==> config.mk <==
export PLATFORM = sky130hd
export DESIGN_NAME = reset_sequencer_flat
export DESIGN_NICKNAME = d
export VERILOG_FILES = /design/src/rtl/reset_sequencer_if.sv /design/src/rtl/reset_sequencer.sv /design/src/flat_wrapper.sv
export SDC_FILE = /design/constraint.sdc
export NUM_CORES = 1
export LEC_CHECK = 0
export ABC_AREA = 0
export CAP_MARGIN = 20
export CORE_UTILIZATION = 55
export DETAILED_ROUTE_END_ITERATION = 10
export PLACE_DENSITY = 0.79
export SLEW_MARGIN = 20
export SYNTH_ARGS = -nofsm -noshare
export SYNTH_HDL_FRONTEND = slang
export SYNTH_SLANG_ARGS = --single-unit
==> constraint.sdc <==
create_clock -name clk -period 5.2 [get_ports clk]
set_input_delay 1.04 -clock clk [delete_from_list [all_inputs] [get_ports clk]]
set_output_delay 1.04 -clock clk [all_outputs]
set_load 0.02 [all_outputs]
==> src/rtl/reset_sequencer_if.sv <==
// Bundle of the sequencer's control inputs and reset/enable outputs.
// master: the block that requests sequencing and consumes resets/enables.
// slave:  the reset sequencer itself.
interface reset_sequencer_if #(
    parameter int N_CH  = 4,
    parameter int DIV_W = 8
);
    logic                    soft_req;
    logic [N_CH-1:0]         ch_hold;
    logic [N_CH*DIV_W-1:0]   div_ratio;
    logic [N_CH-1:0]         resetn_o;
    logic [N_CH-1:0]         ce_o;
    logic [1:0]              seq_state;
    logic                    done;

    modport master (
        output soft_req, ch_hold, div_ratio,
        input  resetn_o, ce_o, seq_state, done
    );

    modport slave (
        input  soft_req, ch_hold, div_ratio,
        output resetn_o, ce_o, seq_state, done
    );
endinterface

==> src/rtl/reset_sequencer.sv <==
// Multi-channel reset sequencer: synchronises the release of the global
// reset, waits RESET_CYCLES, then releases N_CH active-low channel resets
// in index order STAGGER_CYCLES apart. Each released channel also gets a
// programmable divided clock-enable. A soft request in RUN re-runs the
// sequence from the counting phase without touching the synchroniser.
module reset_sequencer #(
    parameter int N_CH           = 4,
    parameter int RESET_CYCLES   = 32,
    parameter int STAGGER_CYCLES = 8,
    parameter int SYNC_STAGES    = 2,
    parameter int CNT_W          = 16,
    parameter int DIV_W          = 8
) (
    input  logic              clk,
    input  logic              rst,
    reset_sequencer_if.slave  bus
);

    localparam int IDX_W = (N_CH > 1) ? $clog2(N_CH) : 1;

    localparam logic [CNT_W-1:0] RESET_LAST   = CNT_W'(RESET_CYCLES - 1);
    localparam logic [CNT_W-1:0] STAGGER_LAST = CNT_W'(STAGGER_CYCLES - 1);
    localparam logic [IDX_W-1:0] IDX_LAST     = IDX_W'(N_CH - 1);

    typedef enum logic [1:0] {
        S_RESET   = 2'd0,
        S_COUNT   = 2'd1,
        S_RELEASE = 2'd2,
        S_RUN     = 2'd3
    } state_t;

    state_t                 state_reg;
    logic [CNT_W-1:0]       cnt_reg;
    logic [IDX_W-1:0]       idx_reg;
    logic [N_CH-1:0]        resetn_reg;
    logic                   done_reg;
    logic [N_CH-1:0]        ce_vec;

    // The first SYNC_STAGES-1 synchroniser flops live here; the state
    // register leaving S_RESET acts as the final stage, so the sequence
    // clock count starts on posedge SYNC_STAGES after rst falls.
    logic [SYNC_STAGES-2:0] sync_reg;
    logic                   rst_s;

    assign rst_s = sync_reg[SYNC_STAGES-2];

    // Reset-deassertion synchroniser: forced high by rst, shifts in zeros.
    always_ff @(posedge clk or posedge rst) begin
        if (rst) begin
            sync_reg <= '1;
        end else begin
            sync_reg <= sync_reg << 1;
        end
    end

    // Sequencing FSM: count, staggered release, then run with per-channel hold.
    always_ff @(posedge clk or posedge rst) begin
        if (rst) begin
            state_reg  <= S_RESET;
            cnt_reg    <= '0;
            idx_reg    <= '0;
            resetn_reg <= '0;
            done_reg   <= 1'b0;
        end else begin
            case (state_reg)
                S_RESET: begin
                    if (!rst_s) begin
                        state_reg <= S_COUNT;
                        cnt_reg   <= '0;
                    end
                end
                S_COUNT: begin
                    if (cnt_reg == RESET_LAST) begin
                        state_reg <= S_RELEASE;
                        cnt_reg   <= '0;
                        idx_reg   <= '0;
                    end else begin
                        cnt_reg <= cnt_reg + CNT_W'(1);
                    end
                end
                S_RELEASE: begin
                    if (bus.ch_hold[idx_reg]) begin
                        // A held channel stalls the whole sequence and
                        // restarts its stagger interval once released.
                        cnt_reg <= '0;
                    end else if (cnt_reg == STAGGER_LAST) begin
                        resetn_reg[idx_reg] <= 1'b1;
                        cnt_reg             <= '0;
                        idx_reg             <= idx_reg + IDX_W'(1);
                        if (idx_reg == IDX_LAST) begin
                            state_reg <= S_RUN;
                            done_reg  <= 1'b1;
                        end
                    end else begin
                        cnt_reg <= cnt_reg + CNT_W'(1);
                    end
                end
                S_RUN: begin
                    // A soft request takes priority over any hold change.
                    if (bus.soft_req) begin
                        resetn_reg <= '0;
                        done_reg   <= 1'b0;
                        state_reg  <= S_COUNT;
                        cnt_reg    <= '0;
                    end else begin
                        resetn_reg <= ~bus.ch_hold;
                    end
                end
                default: begin
                    state_reg <= S_RESET;
                end
            endcase
        end
    end

    // Per-channel clock-enable dividers, idle while the channel is in reset.
    genvar gi;
    generate
        for (gi = 0; gi < N_CH; gi++) begin : g_ch
            logic [DIV_W-1:0] dc_reg;
            logic [DIV_W-1:0] ratio;
            logic             ce_reg;

            assign ratio      = bus.div_ratio[gi*DIV_W +: DIV_W];
            assign ce_vec[gi] = ce_reg;

            // Fire when the count reaches or exceeds the ratio, so lowering
            // the ratio below the running count fires on the next clock.
            always_ff @(posedge clk or posedge rst) begin
                if (rst) begin
                    dc_reg <= '0;
                    ce_reg <= 1'b0;
                end else if (!resetn_reg[gi]) begin
                    dc_reg <= '0;
                    ce_reg <= 1'b0;
                end else if (dc_reg >= ratio) begin
                    dc_reg <= '0;
                    ce_reg <= 1'b1;
                end else begin
                    dc_reg <= dc_reg + DIV_W'(1);
                    ce_reg <= 1'b0;
                end
            end
        end
    endgenerate

    assign bus.resetn_o  = resetn_reg;
    assign bus.ce_o      = ce_vec;
    assign bus.seq_state = state_reg;
    assign bus.done      = done_reg;

endmodule

==> src/flat_wrapper.sv <==
// flat-port wrapper written by rule: the top's interface ports become plain ports
module reset_sequencer_flat 
#(
    parameter int N_CH           = 4,
    parameter int RESET_CYCLES   = 32,
    parameter int STAGGER_CYCLES = 8,
    parameter int SYNC_STAGES    = 2,
    parameter int CNT_W          = 16,
    parameter int DIV_W          = 8
)
  (clk, rst, bus_soft_req, bus_ch_hold, bus_div_ratio, bus_resetn_o, bus_ce_o, bus_seq_state, bus_done);
  reset_sequencer_if #(.N_CH(N_CH), .DIV_W(DIV_W)) bus_i ();
  input  logic clk;
  input  logic rst;
  input wire logic [$bits(bus_i.soft_req)-1:0] bus_soft_req;
  input wire logic [$bits(bus_i.ch_hold)-1:0] bus_ch_hold;
  input wire logic [$bits(bus_i.div_ratio)-1:0] bus_div_ratio;
  output wire logic [$bits(bus_i.resetn_o)-1:0] bus_resetn_o;
  output wire logic [$bits(bus_i.ce_o)-1:0] bus_ce_o;
  output wire logic [$bits(bus_i.seq_state)-1:0] bus_seq_state;
  output wire logic [$bits(bus_i.done)-1:0] bus_done;
  assign bus_i.soft_req = bus_soft_req;
  assign bus_i.ch_hold = bus_ch_hold;
  assign bus_i.div_ratio = bus_div_ratio;
  assign bus_resetn_o = bus_i.resetn_o;
  assign bus_ce_o = bus_i.ce_o;
  assign bus_seq_state = bus_i.seq_state;
  assign bus_done = bus_i.done;
  reset_sequencer #(.N_CH(N_CH), .RESET_CYCLES(RESET_CYCLES), .STAGGER_CYCLES(STAGGER_CYCLES), .SYNC_STAGES(SYNC_STAGES), .CNT_W(CNT_W), .DIV_W(DIV_W)) u_core (.clk(clk), .rst(rst), .bus(bus_i));
endmodule
==> summary.txt, run 1 <==
period utilization -> 54.87%
achievable frequency -> 0.3505 GHz
Comb power frac -> 33.5%
total grt overflow -> 0
NetSw -> 629.8 uW
drt wl/cell -> 14.52 um
Post-Syn Nets -> 496
outcome -> finished, final reports clean
Pins Over Slew Limit -> 0
max-cap violations -> 0
DP Cell Count -> 544
Horiz. Die Dim -> 87.70 um
Rows -> 30
worst-case clock buffer depth -> 2
crit-path max cell delay -> 0.55 ns
clock power share -> 27.6%
total global-route track usage -> 23.44%
syn_area_per_cell -> 9.827 um^2
HPWL after DPL -> 5956 um
largest net degree at the start of global routing -> 51
CP max FO -> 9
reg2reg path depth -> 6
hold path cells -> 1
initial antenna violation count -> 0
final hold slack -> 0.4870 ns
dominant cell type by area after synthesis -> dfrtp_1
First DRT Iteration DRCs -> 115
r2r setup slk -> 2.84 ns
Clock Skew -> 0.008792 ns
DR DRC count -> 0
Post-CTS Repair Setup Buffers -> 0
synthesis-to-finish area growth -> 19.39%
Top Ports -> 50
CP Launch Type -> input port
FILL cells -> 554
worst-path cell chain -> clkdlybuf4s50_1, ha_1, nand2b_1, a211oi_1, o21bai_1, a2111o_1, a211oi_1
EDFF count, synth -> 0
ys async rst share -> 100.0%
setup repair after global routing missed its margin -> no
Crit Path Class -> input port to flip-flop
reg-to-reg endpoint -> u_core.cnt_reg[10]$_DFFE_PP0P_
CP endpoint kind -> flip-flop
Initial Util -> 58.16%
multi-input logic area -> 0.002222 mm^2
Skew-Pair Late Insertion Delay -> 0.34 ns
die area -> 0.007690 mm^2
reg2reg start -> u_core.cnt_reg[0]$_DFFE_PP0P_
top-area cell type share of the netlist area -> 37.79%
maximum level of the CTS H-tree -> 3
# nets final -> 544
Vias/cell -> 5.739
Slew @ Worst Pin -> 0.9655 ns
predominant post-synthesis flop cell -> dfrtp_1
Tmin final -> 2.853 ns
Cells after Synth -> 411
DRT Pass-1 Iters -> 4
most frequent CP cell -> a211oi_1
mapped cell area -> 0.004039 mm^2
required time worst endpoint -> 5.43 ns
post-cts sizing count -> 0
post-layout util -> 69.44%
Leak -> 2.295 nW
setup TNS -> 0 ns
top-count cell post-synth -> dfrtp_1
largest cells by area after synthesis -> dfrtp_1 (38%), ha_1 (14%), inv_1 (4.7%)
vias post-DR -> 3,214
Hold Startpoint -> u_core.g_ch[3].dc_reg[0]$_DFF_PP0_
n_diodes -> 0
Slew headroom -> 35.63%
placed cell areas -> 0.004584 mm^2
Setup violations, final -> 0
TritonCTS sink count -> 62
Yosys warning count -> 0
CP max stage cell -> a2111o_1
fin area -> 0.004822 mm^2
register bit total from synthesis -> 62
Worst-path clk slew -> 0.07 ns
TritonCTS Buffers -> 9
RePlAce Congestion -> 0.8399
Seq/Total Area, Yosys -> 38.44%
Routed Antenna Nets -> 0
root buffer cell -> clkbuf_8
Cell Pwr Density -> 382.7 mW/mm^2
Port Buf Inserts -> 49
CP arrival -> 3.09 ns
chip height -> 87.70 um
layout cell share with drive strength beyond 1 -> 6.250%
max reg flops -> 32
final number of hold-violating endpoints -> 0
top post-synthesis cells by count -> dfrtp_1 (61), inv_1 (51), ha_1 (46)
CTS tree -> done
Core ar. -> 0.006944 mm^2
# hold bufs at CTS -> 0
vias in the first global route -> 3,246
first-pass GRT wire length -> 14,020 um
hold path endpoint -> u_core.g_ch[3].dc_reg[0]$_DFF_PP0_
FF+latch area -> 0.001553 mm^2
worst hold path class -> flip-flop to flip-flop
fin cells -> 560
Yosys cell types -> 53
Post-Route WL -> 8132 um
Peak supply drop -> 0.0002174 V
internal power -> 1.215 mW
net switching fraction of the power -> 34.13%
Reg power frac -> 38.9%
-- final cells by class --
cell class | count | area share [%]
clock buffer | 10 | 2.647
clock inverter | 6 | 2.283
inverter | 51 | 3.970
multi-input combinational | 285 | 46.08
sequential | 62 | 32.20
tap | 96 | 2.491
timing repair buffer | 50 | 10.33
-- layer usage --
metal | part of all wire, % | wire length, um | up-vias | global-route usage [%]
li1 | - | - | 1575 | -
met1 | 46 | 3706 | 1550 | 28.06
met2 | 49 | 3972 | 77 | 40.70
met3 | 4.3 | 349 | 12 | 4.336
met4 | 1.3 | 104 | 0 | 11.48
met5 | 0 | 0 | - | 0
-- placed cells by master, fill, tap and decap left out, types with 5 or more instances in the layout --
cell type and n:
a21oi_1 5, nand3_1 23, and3_1 14, clkdlybuf4s50_1 49, nor3_1 8, ha_1 46
o21ai_0 10, nor2_1 17, nand2b_1 8, clkbuf_8 9, nand4_1 5, inv_1 50
xor2_1 18, a2111oi_0 14, xnor2_1 17, a21o_1 6, dfrtp_1 61, a211oi_1 24
nand2_1 20
-- how the worst max path moves through the flow --
stage / from / slack [ns] / end / cells past startpoint
after floorplan: bus_div_ratio[0] / 2.59 / u_core.g_ch[0].dc_reg[0]$_DFF_PP0_ / 7
after global placement: bus_div_ratio[24] / 2.10 / u_core.g_ch[3].dc_reg[5]$_DFF_PP0_ / 7
after detailed placement: bus_div_ratio[24] / 2.00 / u_core.g_ch[3].dc_reg[1]$_DFF_PP0_ / 7
after CTS: bus_div_ratio[24] / 2.37 / u_core.g_ch[3].dc_reg[1]$_DFF_PP0_ / 7
after global routing: bus_div_ratio[24] / 2.19 / u_core.g_ch[3].dc_reg[1]$_DFF_PP0_ / 7
final: bus_div_ratio[24] / 2.35 / u_core.g_ch[3].dc_reg[6]$_DFF_PP0_ / 7
-- metrics by stage --
step / worst slack, ns / power (mW)
after global placement: 2.101 / 1.297
after detailed placement: 2.002 / 1.336
after CTS: 2.370 / 1.855
after floorplan: 2.587 / 1.170
after global routing: 2.188 / 1.983
final: 2.347 / 1.845
-- power by group through the flow --
stage                     Clock, mW  Sequential (mW)  Combinational [mW]
after floorplan                   0            0.691               0.479
after global placement            0            0.722               0.575
after detailed placement          0            0.727               0.609
after CTS                     0.517            0.717               0.621
after global routing          0.541            0.737               0.705
final                         0.509            0.719               0.618
-- worst max-delay path: cells and delay by family --
| family | cells | cell delay, ns |
|---|---|---|
| and+or+nand+nor | 1 | 0.15 |
| AOI/OAI and AO/OA | 4 | 1.18 |
| adders and majority gates | 1 | 0.29 |
| buffers and inverters | 1 | 0.42 |
-- logic make-up after synthesis --
logic type               synth area share, %
AO/OA/AOI/OAI                          15.80
flip-flops                             38.44
XOR/XNOR                               7.590
AND/OR/NAND/NOR                        15.18
buffers and inverters                  6.536
other                                0.09285
adder cells (fa/ha/maj)                14.25
multiplexers                           2.107
No activity file was read; power rests on OpenSTA's default activity.
==> run 2: changes to the inputs <==
--- a/config.mk
+++ b/config.mk
@@ -7,9 +7,9 @@
 export LEC_CHECK = 0
 export ABC_AREA = 0
 export CAP_MARGIN = 20
-export CORE_UTILIZATION = 55
+export CORE_UTILIZATION = 51
 export DETAILED_ROUTE_END_ITERATION = 10
-export PLACE_DENSITY = 0.79
+export PLACE_DENSITY = 0.77
 export SLEW_MARGIN = 20
 export SYNTH_ARGS = -nofsm -noshare
 export SYNTH_HDL_FRONTEND = slang
==> constraint.sdc (replaced) <==
create_clock -name clk -period 2.4 [get_ports clk]
set_input_delay 0.48 -clock clk [delete_from_list [all_inputs] [get_ports clk]]
set_output_delay 0.48 -clock clk [all_outputs]
set_load 0.02 [all_outputs]
==> summary.txt, run 2 (same netlist as run 1, synthesis figures left out) <==
Top Ports -> 50 (unchanged)
period utilization -> 95.93%
maximum level of the CTS H-tree -> 3 (unchanged)
CP Launch Type -> input port
drt wl/cell -> 13.79 um (-5.0%)
layout cell share with drive strength beyond 1 -> 7.066% (+0.82 points)
CP Buf/Inv Count -> 1 (unchanged)
CTS tree -> done
chip height -> 90.99 um (+3.8%)
vias post-DR -> 3,147 (-2.1%)
DR DRC count -> 0 (unchanged)
Core ar. -> 0.007687 mm^2 (+11%)
Worst-path clk slew -> 0.07 ns (about the same)
GR met1 Demand/Resource -> 26.74% (-1.3 points)
CP arrival -> 2.55 ns (-0.54 ns)
Clock Skew -> 0.01100 ns (+0.002211 ns)
fin area -> 0.004847 mm^2 (+0.52%)
Port Buf Inserts -> 49 (unchanged)
Horiz. Die Dim -> 90.99 um (+3.8%)
max-cap violations -> 0 (unchanged)
Cell Pwr Density -> 800.8 mW/mm^2 (+110%)
largest net degree at the start of global routing -> 53 (+3.9%)
First DRT Iteration DRCs -> 108 (-6.1%)
outcome -> finished, final reports clean
Most Used Layer, Global Route -> met2
# nets final -> 547 (+0.55%)
Pins Over Slew Limit -> 0 (unchanged)
Leak -> 2.309 nW (+0.58%)
Skew-Pair Late Insertion Delay -> 0.34 ns (about the same)
Post-Route WL -> 7847 um (-3.5%)
total global-route track usage -> 21.27% (-2.2 points)
final setup margin -> 0.09764 ns (-2.249 ns)
max reg flops -> 32 (unchanged)
achievable frequency -> 0.4343 GHz
DP Worst Slack -> -0.2701 ns (-2.272 ns)
final number of hold-violating endpoints -> 0 (unchanged)
Slew @ Worst Pin -> 0.5248 ns (-0.4407 ns)
RePlAce Congestion -> 0.8374 (-0.30%)
n_diodes -> 0 (unchanged)
Vias/cell -> 5.531 (-3.6%)
Setup violations, final -> 0 (unchanged)
HPWL after DPL -> 5796 um (-2.7%)
CP max stage cell -> a2111o_1
worst hold path class -> input port to asynchronous set/reset pin
total chip power -> 3.882 mW (+110%)
Rows -> 32 (+6.7%)
root buffer cell -> clkbuf_8
setup TNS -> 0 ns (unchanged)
first-pass GRT wire length -> 14,200 um (+1.3%)
CP endpoint kind -> flip-flop
die area -> 0.008279 mm^2 (+7.7%)
worst-path cell chain -> clkdlybuf4s50_1, ha_1, nand2b_1, a211oi_1, o21bai_1, a2111o_1, a211oi_1
M3 GR Usage -> 5.779% (+1.4 points)
TritonCTS Buffers -> 9 (unchanged)
synthesis-to-finish area growth -> 20.01%
most frequent CP cell -> a211oi_1
Crit Path Class -> input port to flip-flop
worst-case clock buffer depth -> 2 (unchanged)
global-route met2 utilization -> 35.86% (-4.8 points)
required time worst endpoint -> 2.65 ns (-2.78 ns)
commonest non-fill, non-tap cell in the layout -> dfrtp_1
vias in the first global route -> 3,227 (-0.59%)
Tmin final -> 2.302 ns
Routed Antenna Nets -> 0 (unchanged)
Peak supply drop -> 0.0005062 V (+130%)
most frequent cells in the layout -> dfrtp_1 (61), inv_1 (50), clkdlybuf4s50_1 (49), ha_1 (46), a211oi_1 (24)
CP max FO -> 9 (unchanged)
DRT Pass-1 Iters -> 4 (unchanged)
initial antenna violation count -> 0 (unchanged)
setup repair after global routing missed its margin -> no
CP delay by family, top -> compound AO/OA/AOI/OAI gates
TritonCTS sink count -> 62 (unchanged)
final hold slack -> 0.3872 ns (-0.09978 ns)
total grt overflow -> 0 (unchanged)
placed cell areas -> 0.004627 mm^2 (+0.93%)
Slew headroom -> 65.01% (+29 points)
Initial Util -> 52.54% (-5.6 points)
crit-path max cell delay -> 0.50 ns (-0.05 ns)
## run 2: changes by cell type in the layout (fill, tap and decap cells not counted)
cell	change
buf_4	+2
a2111oi_0	-2
a2111oi_1	+2
bufinv_16	-1
a21oi_1	-1
clkinv_2	+1
a21oi_2	+1
buf_12	+1
clkinvlp_4	-1
clkinv_4	+1
## run 2: where the power goes
part | switching, mW | internal, mW | leakage, nW | total (mW)
combinational | 0.671 | 0.654 | 1.41 | 1.33
sequential | 0.271 | 1.29 | 0.794 | 1.56
clock | 0.410 | 0.583 | 0.106 | 0.993
## run 2: timing repair
item	4_1_cts	5_1_grt
buffers inserted	0	0
resized for setup	0	3
setup endpoints to repair	0	17
hold buffers	0	0
## run 2: stage by stage
step / instances / utilization, %
after floorplan: 411 / -
after global placement: 553 / 60.19
after detailed placement: 553 / 60.19
after CTS: 569 / 62.97
after global routing: 569 / 63.05
final: 569 / 63.05
## run 2: final timing paths
| check | start | cells past startpoint | to | slack [ns] |
|---|---|---|---|---|
| min | rst | 2 | u_core.g_ch[3].ce_reg$_DFF_PP0_ | 0.39 |
| max in group asynchronous | rst | 3 | u_core.rst_s$_DFF_PP1_ | 1.40 |
| max reg2reg | u_core.g_ch[0].dc_reg[0]$_DFF_PP0_ | 7 | u_core.g_ch[0].dc_reg[3]$_DFF_PP0_ | 0.21 |
| min reg2reg | u_core.g_ch[3].dc_reg[0]$_DFF_PP0_ | 1 | u_core.g_ch[3].dc_reg[0]$_DFF_PP0_ | 0.50 |
| max | bus_div_ratio[0] | 7 | u_core.g_ch[0].dc_reg[3]$_DFF_PP0_ | 0.1 |
| min in group clk | u_core.g_ch[3].dc_reg[0]$_DFF_PP0_ | 1 | u_core.g_ch[3].dc_reg[0]$_DFF_PP0_ | 0.50 |
## run 2: per-layer routing
metal  part of all wire (%)  up-vias
met3                    3.5       10
met4                    1.1        0
met2                     47       52
li1                       -     1577
met1                     48     1508
met5                      0        -
## run 2: cell type report
class,instances,area [um^2]
Fill cell,643,2840
Multi-Input combinational cell,285,2228
Sequential cell,62,1553
Timing Repair Buffer,53,533.0
Inverter,51,191.4
Clock buffer,10,127.6
Tap cell,102,127.6
Clock inverter,6,86.33
==> run 3: changes to the inputs <==
--- a/config.mk
+++ b/config.mk
@@ -5,7 +5,7 @@
 export SDC_FILE = /design/constraint.sdc
 export NUM_CORES = 1
 export LEC_CHECK = 0
-export ABC_AREA = 0
+export ABC_AREA = 1
 export CAP_MARGIN = 20
 export CORE_UTILIZATION = 51
 export DETAILED_ROUTE_END_ITERATION = 10
==> summary.txt, run 3 <==
ys async rst share -> 100.0% (unchanged)
CP startpoint -> u_core.bus.resetn_o[3]$_DFFE_PP0P_
layout cell share with drive strength beyond 1 -> 9.740% (+2.7 points)
# nets final -> 696 (+27%)
die area -> 0.008751 mm^2 (+5.7%)
reg2reg start -> u_core.bus.seq_state[0]$_DFFE_PP0P_
CP max stage cell -> clkdlybuf4s50_1
n_diodes -> 0 (unchanged)
fin area -> 0.005010 mm^2 (+3.4%)
top-count cell post-synth -> nand2_1
max-cap violations -> 0 (unchanged)
DRT Pass-1 Iters -> 4 (unchanged)
TritonCTS sink count -> 62 (unchanged)
Pins Over Slew Limit -> 0 (unchanged)
Stages on worst setup path -> 1 (-6)
chip height -> 93.55 um (+2.8%)
r2r setup slk -> 0.43 ns (+0.22 ns)
dominant cell type by area after synthesis -> dfrtp_1
Yosys cell types -> 33 (-38%)
outcome -> finished, final reports clean
setup repair after global routing missed its margin -> no
reg-to-reg endpoint -> u_core.bus.seq_state[1]$_DFFE_PP0P_
Clock Skew -> 0.01562 ns (+0.004614 ns)
Cell Pwr Density -> 701.0 mW/mm^2 (-12%)
total global-route track usage -> 21.85% (+0.58 points)
Post-Syn Nets -> 647 (+30%)
maximum level of the CTS H-tree -> 3 (unchanged)
DR DRC count -> 0 (unchanged)
CP Launch Type -> flip-flop
predominant post-synthesis flop cell -> dfrtp_1
Rows -> 33 (+3.1%)
Post-CTS Repair Setup Buffers -> 0 (unchanged)
Top Ports -> 50 (unchanged)
period utilization -> 88.22% (-7.7 points)
Tmin final -> 2.117 ns (-0.1852 ns)
CP arrival -> 1.64 ns (-0.91 ns)
CP Capture Point -> bus_resetn_o[3]
final number of hold-violating endpoints -> 0 (unchanged)
Port Buf Inserts -> 49 (unchanged)
CP Buf/Inv Count -> 1 (unchanged)
worst hold path class -> input port to asynchronous set/reset pin
FILL cells -> 734 (+14%)
setup TNS -> 0 ns (unchanged)
Routed Antenna Nets -> 0 (unchanged)
top-area cell type share of the netlist area -> 35.71% (-2.1 points)
drt wl/cell -> 11.97 um (-13%)
achievable frequency -> 0.4723 GHz (+8.7%)
Cells after Synth -> 562 (+37%)
First DRT Iteration DRCs -> 182 (+69%)
final hold slack -> 0.4951 ns (+0.1079 ns)
Horiz. Die Dim -> 93.55 um (+2.8%)
CTS tree -> done
Peak supply drop -> 0.0005507 V (+8.8%)
CP delay by family, top -> buffers and inverters
mapped cell area -> 0.004274 mm^2 (+5.8%)
required time worst endpoint -> 1.92 ns (-0.73 ns)
EDFF count, synth -> 0 (unchanged)
Seq/Total Area, Yosys -> 36.33% (-2.1 points)
largest cells by area after synthesis -> dfrtp_1 (36%), ha_1 (13%), nand2_1 (10%)
total grt overflow -> 0 (unchanged)
Setup violations, final -> 0 (unchanged)
initial antenna violation count -> 0 (unchanged)
syn_area_per_cell -> 7.605 um^2 (-23%)
vias post-DR -> 3,760 (+19%)
placed cell areas -> 0.004828 mm^2 (+4.4%)
Crit Path Class -> flip-flop to output pin
largest net degree at the start of global routing -> 63 (+19%)
first-pass GRT wire length -> 15,180 um (+6.9%)
root buffer cell -> clkbuf_8
RePlAce Congestion -> 0.8733 (+4.3%)
Leak -> 2.506 nW (+8.5%)
reg2reg path depth -> 11 (+4)
commonest non-fill, non-tap cell in the layout -> nand2_1
max reg flops -> 32 (unchanged)
Skew-Pair Late Insertion Delay -> 0.36 ns (+0.02 ns)
worst-path cell chain -> clkdlybuf4s50_1
Yosys warning count -> 0 (unchanged)
Worst-path clk slew -> 0.09 ns (+0.02 ns)
TritonCTS Buffers -> 9 (unchanged)
Core ar. -> 0.008175 mm^2 (+6.3%)
most frequent cells in the layout -> nand2_1 (116), inv_1 (82), nor2_1 (66), dfrtp_1 (61)
Initial Util -> 52.28% (-0.26 points)
Post-Route WL -> 8627 um (+9.9%)
Vias/cell -> 5.215 (-5.7%)
synthesis-to-finish area growth -> 17.21%
CP endpoint kind -> output pin
register bit total from synthesis -> 62 (unchanged)
crit-path max cell delay -> 0.69 ns (+0.19 ns)
CP max FO -> 12 (+3)
HPWL after DPL -> 6487 um (+12%)
# hold bufs at CTS -> 0 (unchanged)
post-cts sizing count -> 0 (unchanged)
top post-synthesis cells by count -> nand2_1 (116), inv_1 (83), nor2_1 (66)
worst-case clock buffer depth -> 2 (unchanged)
vias in the first global route -> 3,698 (+15%)
## run 3: report_power, final
group	leakage, nW	switching [mW]	internal, mW
clock network	0.0877	0.468	0.386
logic	1.57	0.802	0.497
registers	0.848	0.201	1.16
total	2.51	1.47	2.04
## run 3: cells by family (layout without fill, tap and decap cells)
group                      Yosys count  count (layout)  synth area share (%)
DFF                                 62              62                 36.33
other                                1               1               0.08774
AOI/OAI and AO/OA                   64              64                 9.514
and+or+nand+nor                    279             279                 28.98
adders and majority gates           46              46                 13.47
xor gates and xnor gates             6               6                 1.229
buffers and inverters              104             158                 10.39
## run 3: how the worst min path moves through the flow
stage                                  startpoint                            endpoint  slack (ns)  cells after the start
floorplan           u_core.cnt_reg[1]$_DFFE_PP0P_       u_core.cnt_reg[1]$_DFFE_PP0P_        0.48                      2
global placement      u_core.bus.done$_DFFE_PP0P_         u_core.bus.done$_DFFE_PP0P_        0.49                      2
detailed placement    u_core.bus.done$_DFFE_PP0P_         u_core.bus.done$_DFFE_PP0P_        0.48                      2
CTS                                           rst     u_core.g_ch[1].ce_reg$_DFF_PP0_        0.51                      3
global route                                  rst     u_core.g_ch[1].ce_reg$_DFF_PP0_        0.56                      3
finish                                        rst  u_core.g_ch[1].dc_reg[3]$_DFF_PP0_        0.50                      3
## run 3: final cells by class
class                      count  area [um^2]  share of cell area [%]
multi-input combinational    396         2277                   45.45
sequential                    62         1553                   30.99
timing repair buffer          53        533.0                   10.64
inverter                      89        334.1                   6.668
tap                          105        131.4                   2.622
clock buffer                   9        123.9                   2.473
clock inverter                 7        57.56                   1.149
## run 3: metrics by stage
stage	power (mW)	std cells	worst slack (ns)	utilization, %
floorplan	2.341	562	0.3803	-
global placement	2.625	705	0.2491	59.06
detailed placement	2.677	705	0.1563	59.06
CTS	3.535	721	0.2611	61.28
global route	3.790	721	0.2044	61.28
finish	3.512	721	0.2828	61.28
## run 3: metal layers
| metal | up-vias | GRT usage (%) | wire [um] |
|---|---|---|---|
| met4 | 0 | 8.333 | 58 |
| met3 | 8 | 3.821 | 364 |
| met5 | - | 0 | 0 |
| met2 | 69 | 38.91 | 4243 |
| li1 | 1910 | - | - |
| met1 | 1773 | 26.16 | 3961 |
